===== src/rtl/keypad_scanner.sv =====
// -----------------------------------------------------------------------------
// keypad_scanner
//
// Scans a 4x4 matrix hex keypad. One row is driven low at a time. The column
// inputs are synchronised, then sampled once per row dwell period ("tick").
// Each press and each release must be seen on DEB_COUNT consecutive ticks
// before it is accepted. An accepted key is presented as a 4-bit hex code
// through a one-entry holding register with a valid/ack handshake.
//
// Parameters
//   DWELL_BITS  Row dwell is 2**DWELL_BITS clk cycles.
//   DEB_COUNT   Consecutive identical samples needed for a press or a
//               release (2..15).
//
// Ports
//   clk          in   System clock, rising edge.
//   clear        in   Synchronous active-low reset.
//   col[3:0]     in   Keypad columns, active-low, asynchronous.
//   row[3:0]     out  Keypad row drive, active-low, exactly one bit low.
//   key_code[3:0]out  Hex code of the last accepted key.
//   key_valid    out  key_code holds a key the consumer has not acknowledged.
//   key_ack      in   Consumer acknowledge.
//   key_down     out  The accepted key is still held down.
//   overrun      out  Sticky: an unacknowledged key was overwritten.
//   dbg_state_o  out  Current scanner state (SCAN/DEBOUNCE/HELD).
//
// Handshake: key_valid rises on the edge that commits a key. A key_ack seen
// while key_valid=1 drops key_valid on the next edge; key_ack with
// key_valid=0 has no effect. If a commit and an ack land on the same edge the
// new key wins: key_valid stays 1 and overrun is not touched. A commit while
// key_valid=1 without an ack overwrites key_code and sets overrun.
// -----------------------------------------------------------------------------
module keypad_scanner #(
    parameter int unsigned DWELL_BITS = 16,
    parameter int unsigned DEB_COUNT  = 4
) (
    input  logic       clk,
    input  logic       clear,
    input  logic [3:0] col,
    output logic [3:0] row,
    output logic [3:0] key_code,
    output logic       key_valid,
    input  logic       key_ack,
    output logic       key_down,
    output logic       overrun,
    output logic [1:0] dbg_state_o
);

    typedef enum logic [1:0] {
        ST_SCAN     = 2'd0,
        ST_DEBOUNCE = 2'd1,
        ST_HELD     = 2'd2
    } state_e;

    localparam logic [3:0]            DEB_LIM   = 4'(DEB_COUNT);
    localparam logic [DWELL_BITS-1:0] DWELL_ONE = DWELL_BITS'(1);

    logic [3:0]            col_s1_q, col_s2_q;
    logic [DWELL_BITS-1:0] dwell_q;
    state_e                state_q, state_d;
    logic [1:0]            ridx_q, ridx_d;
    logic [1:0]            csel_q, csel_d;
    logic [3:0]            pcnt_q, pcnt_d;
    logic [3:0]            rcnt_q, rcnt_d;
    logic [3:0]            key_code_q, key_code_d;
    logic                  valid_q, valid_d;
    logic                  overrun_q, overrun_d;

    logic       tick;
    logic       any_low;
    logic [1:0] low_idx;
    logic       lat_low;
    logic       commit;
    logic [3:0] hex_code;

    assign tick    = &dwell_q;
    assign lat_low = ~col_s2_q[csel_q];

    // Lowest-numbered low column wins: scan downwards so the last hit is
    // the smallest index.
    always_comb begin
        low_idx = 2'd0;
        any_low = 1'b0;
        for (int i = 3; i >= 0; i--) begin
            if (!col_s2_q[i]) begin
                low_idx = 2'(i);
                any_low = 1'b1;
            end
        end
    end

    // Key map indexed by {row, column}.
    always_comb begin
        hex_code = 4'h0;
        case ({ridx_q, csel_q})
            4'b00_00: hex_code = 4'h1;
            4'b00_01: hex_code = 4'h2;
            4'b00_10: hex_code = 4'h3;
            4'b00_11: hex_code = 4'hA;
            4'b01_00: hex_code = 4'h4;
            4'b01_01: hex_code = 4'h5;
            4'b01_10: hex_code = 4'h6;
            4'b01_11: hex_code = 4'hB;
            4'b10_00: hex_code = 4'h7;
            4'b10_01: hex_code = 4'h8;
            4'b10_10: hex_code = 4'h9;
            4'b10_11: hex_code = 4'hC;
            4'b11_00: hex_code = 4'h0;
            4'b11_01: hex_code = 4'hF;
            4'b11_10: hex_code = 4'hE;
            4'b11_11: hex_code = 4'hD;
            default:  hex_code = 4'h0;
        endcase
    end

    // Scanner FSM. Everything advances only on tick; ridx stays frozen while
    // a key is being debounced or held so csel keeps pointing at the same key.
    always_comb begin
        state_d = state_q;
        ridx_d  = ridx_q;
        csel_d  = csel_q;
        pcnt_d  = pcnt_q;
        rcnt_d  = rcnt_q;
        commit  = 1'b0;
        if (tick) begin
            case (state_q)
                ST_SCAN: begin
                    if (any_low) begin
                        csel_d  = low_idx;
                        pcnt_d  = 4'd1;
                        state_d = ST_DEBOUNCE;
                    end else begin
                        ridx_d = ridx_q + 2'd1;
                    end
                end
                ST_DEBOUNCE: begin
                    if (lat_low) begin
                        pcnt_d = pcnt_q + 4'd1;
                        if (pcnt_q + 4'd1 == DEB_LIM) begin
                            commit  = 1'b1;
                            rcnt_d  = 4'd0;
                            state_d = ST_HELD;
                        end
                    end else begin
                        state_d = ST_SCAN;
                        ridx_d  = ridx_q + 2'd1;
                    end
                end
                ST_HELD: begin
                    if (!lat_low) begin
                        rcnt_d = rcnt_q + 4'd1;
                        if (rcnt_q + 4'd1 == DEB_LIM) begin
                            state_d = ST_SCAN;
                            ridx_d  = ridx_q + 2'd1;
                        end
                    end else begin
                        rcnt_d = 4'd0;
                    end
                end
                default: state_d = ST_SCAN;
            endcase
        end
    end

    // Holding register. A commit takes priority over an ack.
    always_comb begin
        key_code_d = key_code_q;
        valid_d    = valid_q;
        overrun_d  = overrun_q;
        if (commit) begin
            key_code_d = hex_code;
            valid_d    = 1'b1;
            if (valid_q && !key_ack) overrun_d = 1'b1;
        end else if (key_ack) begin
            valid_d = 1'b0;
        end
    end

    always_ff @(posedge clk) begin
        if (!clear) begin
            col_s1_q   <= 4'hF;
            col_s2_q   <= 4'hF;
            dwell_q    <= '0;
            state_q    <= ST_SCAN;
            ridx_q     <= 2'd0;
            csel_q     <= 2'd0;
            pcnt_q     <= 4'd0;
            rcnt_q     <= 4'd0;
            key_code_q <= 4'h0;
            valid_q    <= 1'b0;
            overrun_q  <= 1'b0;
        end else begin
            col_s1_q   <= col;
            col_s2_q   <= col_s1_q;
            dwell_q    <= dwell_q + DWELL_ONE;
            state_q    <= state_d;
            ridx_q     <= ridx_d;
            csel_q     <= csel_d;
            pcnt_q     <= pcnt_d;
            rcnt_q     <= rcnt_d;
            key_code_q <= key_code_d;
            valid_q    <= valid_d;
            overrun_q  <= overrun_d;
        end
    end

    assign row         = ~(4'b0001 << ridx_q);
    assign key_code    = key_code_q;
    assign key_valid   = valid_q;
    assign key_down    = (state_q == ST_HELD);
    assign overrun     = overrun_q;
    assign dbg_state_o = state_q;

endmodule


===== config.mk =====
export PLATFORM = sky130hd
export DESIGN_NAME = keypad_scanner
export DESIGN_NICKNAME = d
export VERILOG_FILES = /design/src/rtl/keypad_scanner.sv
export SDC_FILE = /design/constraint.sdc
export NUM_CORES = 1
export LEC_CHECK = 0
export ABC_AREA = 1
export BUFFER_PORTS_ARGS = -buffer_cell sky130_fd_sc_hd__buf_2
export CORE_ASPECT_RATIO = 1.75
export CORE_UTILIZATION = 50
export DETAILED_ROUTE_END_ITERATION = 8
export PLACE_DENSITY = 0.73
export SKIP_LAST_GASP = 1
export SLEW_MARGIN = 20
export SYNTH_ARGS = -nofsm -noshare
export SYNTH_HDL_FRONTEND = slang
export SYNTH_SLANG_ARGS = --single-unit

===== constraint.sdc =====
create_clock -name clk -period 3 [get_ports clk]
set_input_delay 0.6 -clock clk [delete_from_list [all_inputs] [get_ports clk]]
set_output_delay 0.6 -clock clk [all_outputs]
set_load 0.02 [all_outputs]

==> flow_metrics.tcl, run 1 <==
set metrics [dict create \
    synth_seq_cells 44 \
    grt_pass1_wl_um 7380 \
    worst-setup-path-type "register to output pin" \
    cts.sinks 44 \
    power_density_nw_per_um2 436 \
    first_pass_iters 4 \
    synth-async-reset-ratio_pct 0 \
    vdd_drop_max_v 0.000318 \
    initial_utilization_pct 52.2 \
    antenna_found_initial 0 \
    ios 20 \
    wl_um 4240 \
    synth_area_um2 2300 \
    cap_violations 0 \
    worstMarginPinSlew_ps 488 \
    via_count 1991 \
    path_cells "inv_1, ha_1, inv_1, buf_2" \
    drc_errors 0 \
    crit_slowest_cell "dfxtp_1" \
    avgSynthCellArea_um2 7.16 \
    min_period_ps 2050 \
    clockBufferDepth 2 \
    ys_types 33 \
    syn_inst 321 \
    fillers 441 \
    fin_util_pct 58.2 \
    htree_levels 2 \
    place_congestion 0.857 \
    coreArea_um2 4400 \
    clock_latency_ps 300 \
    numCtsBuffers 5 \
    fp.dieW_um 53.3 \
    yosysSeqAreaShare_pct 38.3 \
    tns_ps 0 \
    synthTopCellsByArea "dfxtp_1 38%, nand2_1 11%, nor2_1 8.5%" \
    dieArea_um2 4890 \
    grt_max_degree 29 \
    viasPerCell 5.04 \
    end_kind "output pin" \
    clkTransAtPathRegs_ps 90 \
    holdBufCountCts 0 \
    pre_cts_slack_ps 1110 \
    drv_slew 0 \
    cts_tree "yes" \
    synth-edff-count 0 \
    max_freq_mhz 489 \
    yosys.area.top_type "dfxtp_1" \
    relSlewSlack_pct 67.5 \
    synth_top_area_share_pct 38.3 \
    total_power_mw 1.12 \
    drtIter0Drc 24 \
    drive_gt1_share_pct 16.6 \
    post-dp-hpwl_um 3230 \
    yosys_warnings 0 \
    cp_max_fo 8 \
    setup_viol 0 \
    area_growth_pct 11.4 \
    worst_path_most_repeated_cell "inv_1" \
    rows 32 \
    synthFlopType "dfxtp_1" \
    cts_setup_buffers 0 \
    postRouteAntennaNets 0 \
    dp_cells 387 \
    cp-start-kind "register" \
    leakagePower_nw 1.18 \
    outcome "completed" \
    required_ps 2400 \
    n_antenna_cell 0 \
    grt_pass1_vias 1843 \
    clock_skew_ps 9.52 \
    track_usage_pct 20.0 \
    critPathArrivalTime_ps 1450 \
    post-route-period-util_pct 68.2 \
    hold_path.class "register to register" \
    root_buffer "clkbuf_8" \
    gr-total-overflow 0 \
    die_y_um 91.7 \
    setup_slack_ps 954 \
    io_buffer_count 19 \
    cpPeakStageDelay_ps 510 \
    finalHoldViolations 0 \
    rsz0062_at_grt "no" \
    nets 361 \
    cts_resized 0 \
    syn-num-nets 339 \
    final_cells 395 \
    wl_per_cell_um 10.7 \
]
placed cells by master, fill, tap and decap left out:
cell type,instances
o21ai_0,17
ha_1,11
nor2_4,1
nor2_8,2
nor2_2,5
xor2_1,4
dfxtp_1,44
a31oi_1,1
a21boi_0,1
o21a_1,2
buf_2,19
or2_1,1
nand4_1,6
o31ai_1,1
nor3b_1,1
nand2_1,68
nand3_1,16
a21oi_1,19
o21ai_2,1
inv_2,2
nand3_2,1
nand2_4,2
bufinv_16,1
nand3b_1,1
nand2_2,6
clkbuf_8,6
and2_1,1
o21ai_1,1
nor3_1,2
nand3_4,2
or2_2,8
inv_1,37
nor2_1,52
xnor2_1,1
clkinv_4,1
metrics by stage:
| stage | cell area (um2) | hold WS (ps) |
|---|---|---|
| floorplan | 2300 | 393 |
| global placement | 2440 | 395 |
| detailed placement | 2440 | 400 |
| CTS | 2560 | 420 |
| global route | 2560 | 436 |
| finish | 2560 | 416 |
sequential cells by signal (all words and copies together) (netlist names):
signal	cells
ridx_q	2
pcnt_q	4
key_code	4
col_s2_q	4
rcnt_q	4
key_valid	1
dbg_state_o	2
dwell_q	16
col_s1_q	4
overrun	1
csel_q	2
cells by family (layout without fill, tap and decap cells):
group | count (synthesis) | count (layout) | synth area share [%]
AND/OR/NAND/NOR | 175 | 175 | 36.7
adder cells (fa/ha/maj) | 11 | 11 | 5.98
flip-flops | 44 | 44 | 38.3
AO/OA/AOI/OAI | 43 | 43 | 10.0
XOR/XNOR | 5 | 5 | 1.90
buffers and inverters | 43 | 66 | 7.13
area by class of cell:
cell class | count | area [um2] | area share [%]
clock buffer | 6 | 82.6 | 3.22
inverter | 39 | 146 | 5.71
timing repair buffer | 19 | 95.1 | 3.71
tap | 51 | 63.8 | 2.49
sequential | 44 | 881 | 34.4
clock inverter | 2 | 38.8 | 1.51
multi-input combinational | 234 | 1250 | 49.0
routing by layer:
layer / vias up / global-route usage [%] / share of wire (%)
met3: 11 / 3.48 / 2.6
met5: - / 0 / 0
li1: 1057 / - / -
met2: 27 / 36.7 / 53
met1: 896 / 19.6 / 42
met4: 0 / 10.7 / 2.9
critical path: cells and delay by family, from the launching register on:
family,cells,cell delay (ps)
flops,1,510
buf+inv,3,400
fa+ha+maj,1,240
synth_stat cells (2+ instances only):
library cell / number
o21a_1: 2
or2_2: 8
nand4_1: 6
nand3_1: 16
nor2_1: 52
inv_2: 2
dfxtp_1: 44
xor2_1: 4
buf_2: 2
inv_1: 37
o21ai_0: 17
nand3_4: 2
nor2_8: 2
nand2_1: 68
nand2_2: 6
ha_1: 11
nor3_1: 2
clkbuf_1: 2
a21oi_1: 19
nor2_2: 5
nand2_4: 2
power breakdown:
| group | switching, mW | total, mW | internal [mW] | leakage (nW) |
|---|---|---|---|---|
| registers | 0.00492 | 0.597 | 0.592 | 0.357 |
| logic | 0.0246 | 0.0393 | 0.0148 | 0.757 |
| clock network | 0.208 | 0.480 | 0.272 | 0.0614 |
| total | 0.237 | 1.12 | 0.879 | 1.18 |
path summary, 6_finish.rpt:
check,end,cells past startpoint,start,slack (ps)
worst max-delay path,row[2],4,ridx_q[0],950
worst min-delay path,col_s2_q[1],1,col_s1_q[1],420
worst max register to register,key_code[1],8,dwell_q[0],1300
worst min register to register,col_s2_q[1],1,col_s1_q[1],420
(Power assumes the default switching activity.)
==> run 2, diff against run 1 <==
PLACE_DENSITY = 0.75   (was 0.73)
clock period = 1.8 ns   (was 3 ns; I/O delays follow)
==> flow_metrics.tcl, run 2 (synthesis results as in run 1) <==
set metrics [dict create \
    initial_utilization_pct 52.2 \
    grt_pass1_vias 1952 \
    setup_viol 0 \
    fin_util_pct 59.3 \
    use_met3_pct 3.98 \
    via_count 1999 \
    clock_skew_ps 10.4 \
    power_density_nw_per_um2 743 \
    critPathArrivalTime_ps 1840 \
    multi_input_area_um2 1260 \
    leakagePower_nw 1.20 \
    grt_pass1_wl_um 7650 \
    tns_ps 0 \
    dieArea_um2 4890 \
    fp.dieW_um 53.3 \
    n_antenna_cell 0 \
    mostFrequentLayoutCell "nand2_1" \
    clockBufferDepth 2 \
    hold_path.class "primary input to register" \
    clock_latency_ps 300 \
    numCtsBuffers 5 \
    worst-setup-path-type "register to register" \
    drive_gt1_share_pct 17.9 \
    path_cells "ha_1, nand2_1, nor2_4, nand4_1, or2_1, o21ai_1, nor2_1" \
    required_ps 1980 \
    final_cells 398 \
    post-dp-hpwl_um 3270 \
    min_period_ps 1660 \
    root_buffer "clkbuf_8" \
    ios 20 \
    busiest_layer "met2" \
    crit_slowest_cell "dfxtp_1" \
    met1_usage_pct 19.8 \
    drtIter0Drc 26 \
    postRouteAntennaNets 0 \
    seq_area_um2 881 \
    total_power_mw 1.94 \
    die_y_um 91.7 \
    htree_levels 2 \
    wl_um 4430 \
    cp-start-kind "register" \
    largest_register_ffs 16 \
    pre_cts_slack_ps 58.8 \
    worstMarginPinSlew_ps 485 \
    stdcell_area_um2 2610 \
    track_usage_pct 20.6 \
    end_kind "register" \
    drv_slew 0 \
    coreArea_um2 4400 \
    area_growth_pct 13.5 \
    first_pass_iters 4 \
    max_freq_mhz 602 \
    fillers 424 \
    met2_usage_pct 38.4 \
    vdd_drop_max_v 0.000724 \
    outcome "completed" \
    nets 365 \
    placed_cell_area_um2 2470 \
    gr-total-overflow 0 \
    io_buffer_count 19 \
    drc_errors 0 \
    top_register "dwell_q" \
    cts_tree "yes" \
    post-route-period-util_pct 92.3 \
    layout_common_cells "68 x nand2_1, 52 x nor2_1, 44 x dfxtp_1" \
    dp_cells 391 \
    setup_slack_ps 138 \
    cts.sinks 44 \
    viasPerCell 5.02 \
    grt_max_degree 28 \
    wl_per_cell_um 11.1 \
    cp_max_fo 6 \
    rows 32 \
    relSlewSlack_pct 67.6 \
    finalHoldViolations 0 \
    clkTransAtPathRegs_ps 90 \
    cpPeakStageDelay_ps 390 \
    whs_ps 251 \
    cap_violations 0 \
    antenna_found_initial 0 \
    place_congestion 0.854 \
]
==> run 2: area by class of cell <==
type | count | share of cell area [%]
multi-input combinational | 234 | 48.5
clock inverter | 2 | 2.30
sequential | 44 | 33.7
inverter | 39 | 5.61
timing repair buffer | 23 | 4.79
clock buffer | 5 | 2.64
tap | 51 | 2.44
==> run 2: routing by layer <==
metal / wire, um / share of wire, %
met5: 0 / 0
met4: 124 / 2.8
met3: 133 / 3.0
met2: 2360 / 53
met1: 1810 / 41
==> run 2: report_power, final <==
part / leakage, nW / internal [mW] / total (mW) / switching [mW]
logic: 0.775 / 0.0260 / 0.0677 / 0.0417
clock network: 0.0642 / 0.546 / 0.876 / 0.330
registers: 0.357 / 0.986 / 0.995 / 0.00853
==> run 2: final timing paths <==
kind | startpoint | endpoint | slack, ps | cells after the start
hold / removal | col[1] | col_s1_q[1] | 250 | 2
hold reg to reg | col_s1_q[2] | col_s2_q[2] | 420 | 1
setup / recovery | dwell_q[0] | csel_q[0] | 140 | 7
setup reg to reg | dwell_q[0] | csel_q[0] | 140 | 7
==> run 2: worst max-delay path, delay by kind of cell (launching register included) <==
family,cells,cell delay (ps)
AND/OR/NAND/NOR,5,840
flip-flops,1,390
adder cells (fa/ha/maj),1,190
AO/OA/AOI/OAI,1,130
==> run 2: timing repair <==
action,CTS,global route
hold buffers,0,0
resized for setup,0,3
buffers inserted,0,0
setup endpoints to repair,0,7
==> run 3, diff against run 2 <==
REMOVE_ABC_BUFFERS = 1   (was default)
==> flow_metrics.tcl, run 3 (synthesis results as in run 1) <==
set metrics [dict create \
    fillers 414 \
    via_count 2008 \
    seq_area_um2 885 \
    grt_pass1_wl_um 7310 \
    p_sw_share_pct 22.3 \
    total_power_mw 1.84 \
    largest_register_ffs 16 \
    mostFrequentLayoutCell "nand2_1" \
    rows 32 \
    critPathArrivalTime_ps 1820 \
    drv_slew 0 \
    top_register "dwell_q" \
    finalHoldViolations 0 \
    holdPathStages 2 \
    fp.dieW_um 53.3 \
    drtIter0Drc 50 \
    numCtsBuffers 5 \
    post-dp-hpwl_um 3240 \
    whs_ps 236 \
    cp_max_fo 6 \
    relSlewSlack_pct 66.2 \
    internal-power_mw 1.43 \
    hold_path.class "primary input to register" \
    tns_ps 0 \
    track_usage_pct 20.0 \
    outcome "completed" \
    min_period_ps 1640 \
    rsz0062_at_grt "no" \
    cts_tree "yes" \
    n_antenna_cell 0 \
    final_cells 398 \
    hold_path_end "col_s1_q[3]" \
    die_y_um 91.7 \
    gr-total-overflow 0 \
    drive_gt1_share_pct 18.7 \
    layout_common_cells "68 x nand2_1, 52 x nor2_1, 41 x dfxtp_1" \
    place_congestion 0.865 \
    wl_um 4460 \
    clkPwrFrac_pct 42.3 \
    root_buffer "clkbuf_8" \
    met1_usage_pct 19.9 \
    vdd_drop_max_v 0.000605 \
    required_ps 1980 \
    worstReg2RegEnd "csel_q[0]" \
    ios 20 \
    viasPerCell 5.05 \
    htree_levels 2 \
    rr_worst_depth 7 \
    nets 364 \
    combPwrFrac_pct 3.7 \
    met2_usage_pct 36.0 \
    leakagePower_nw 1.18 \
    wl_per_cell_um 11.2 \
    seqPwrFrac_pct 54.0 \
    busiest_layer "met2" \
    multi_input_area_um2 1270 \
    ff2ff_setup_slack_ps 160 \
    switchingPower_mw 0.410 \
    first_pass_iters 4 \
    cp-start-kind "register" \
    area_growth_pct 13.1 \
    clkTransAtPathRegs_ps 90 \
    coreArea_um2 4400 \
    min-delay-start "col[3]" \
    cts.sinks 44 \
    use_met3_pct 3.65 \
    max_freq_mhz 610 \
    end_kind "register" \
    clock_latency_ps 300 \
    grt_max_degree 28 \
    dp_cells 390 \
    r2r-start "dwell_q[0]" \
    grt_pass1_vias 1808 \
    clockBufferDepth 2 \
    io_buffer_count 19 \
    antenna_found_initial 0 \
    drc_errors 0 \
    initial_utilization_pct 52.2 \
    worstMarginPinSlew_ps 506 \
    post-route-period-util_pct 91.0 \
    worst-setup-path-type "register to register" \
    cap_violations 0 \
    dieArea_um2 4890 \
    power_density_nw_per_um2 708 \
    clock_skew_ps 6.63 \
    setup_viol 0 \
    postRouteAntennaNets 0 \
]
==> run 3: cell types whose count changed in the layout (fill, tap and decap cells not counted), sizes merged <==
cell,before,now
bufinv,2,1
clkinvlp,0,1
inv,39,40
buf,23,22
==> run 3: worst max-delay path by stage <==
stage                   start        endpoint  slack, ps  depth (start not counted)
2_1_floorplan  dbg_state_o[1]  dbg_state_o[1]        220                          8
3_3_place_gp       dwell_q[0]     key_code[3]        160                          8
3_5_place_dp       dwell_q[0]     key_code[1]         60                          8
4_1_cts             ridx_q[0]          row[2]         30                          4
5_1_grt             pcnt_q[0]     key_code[3]         20                         10
6_report           dwell_q[0]       csel_q[0]        160                          7
==> run 3: routing by layer <==
layer | part of all wire (%) | wire, um
met2 | 54 | 2390
met4 | 2.9 | 131
met3 | 3.0 | 132
met1 | 40 | 1800
met5 | 0 | 0
==> run 3: cell type report <==
| class | count | share of cell area [%] |
|---|---|---|
| multi-input combinational | 234 | 48.9 |
| sequential | 44 | 34.0 |
| inverter | 39 | 5.63 |
| timing repair buffer | 22 | 4.52 |
| clock buffer | 5 | 2.65 |
| tap | 51 | 2.45 |
| clock inverter | 3 | 1.78 |
==> run 3: power by group through the flow <==
stage | clock network [mW] | logic, mW | registers [mW]
3_3_place_gp | 0 | 0.0668 | 1.02
5_1_grt | 0.827 | 0.0804 | 0.997
2_1_floorplan | 0 | 0.0427 | 1.02
6_report | 0.778 | 0.0678 | 0.994
3_5_place_dp | 0 | 0.0691 | 1.02
4_1_cts | 0.791 | 0.0693 | 0.995
==> run 3: through the flow <==
| stage | util [%] | setup slack [ps] | instance area [um2] |
|---|---|---|---|
| 2_1_floorplan | - | 217 | 2280 |
| 3_3_place_gp | 55.9 | 155 | 2460 |
| 3_5_place_dp | 55.9 | 57.8 | 2460 |
| 4_1_cts | 58.6 | 27.6 | 2580 |
| 5_1_grt | 59.0 | 16.9 | 2600 |
| 6_report | 59.0 | 161 | 2600 |
==> run 3: what timing repair did <==
action                     CTS  global route
setup buffers                0             0
hold buffers                 0             0
resized for setup            0             7
setup endpoints to repair    0            11
==> run 3: critical path: stages (launching register included) <==
cell     delay [ps]
dfxtp_1         390
ha_1            180
nand2_1         100
nor2_4          160
nand4_1         210
or2_1           300
o21ai_1         130
nor2_1           50
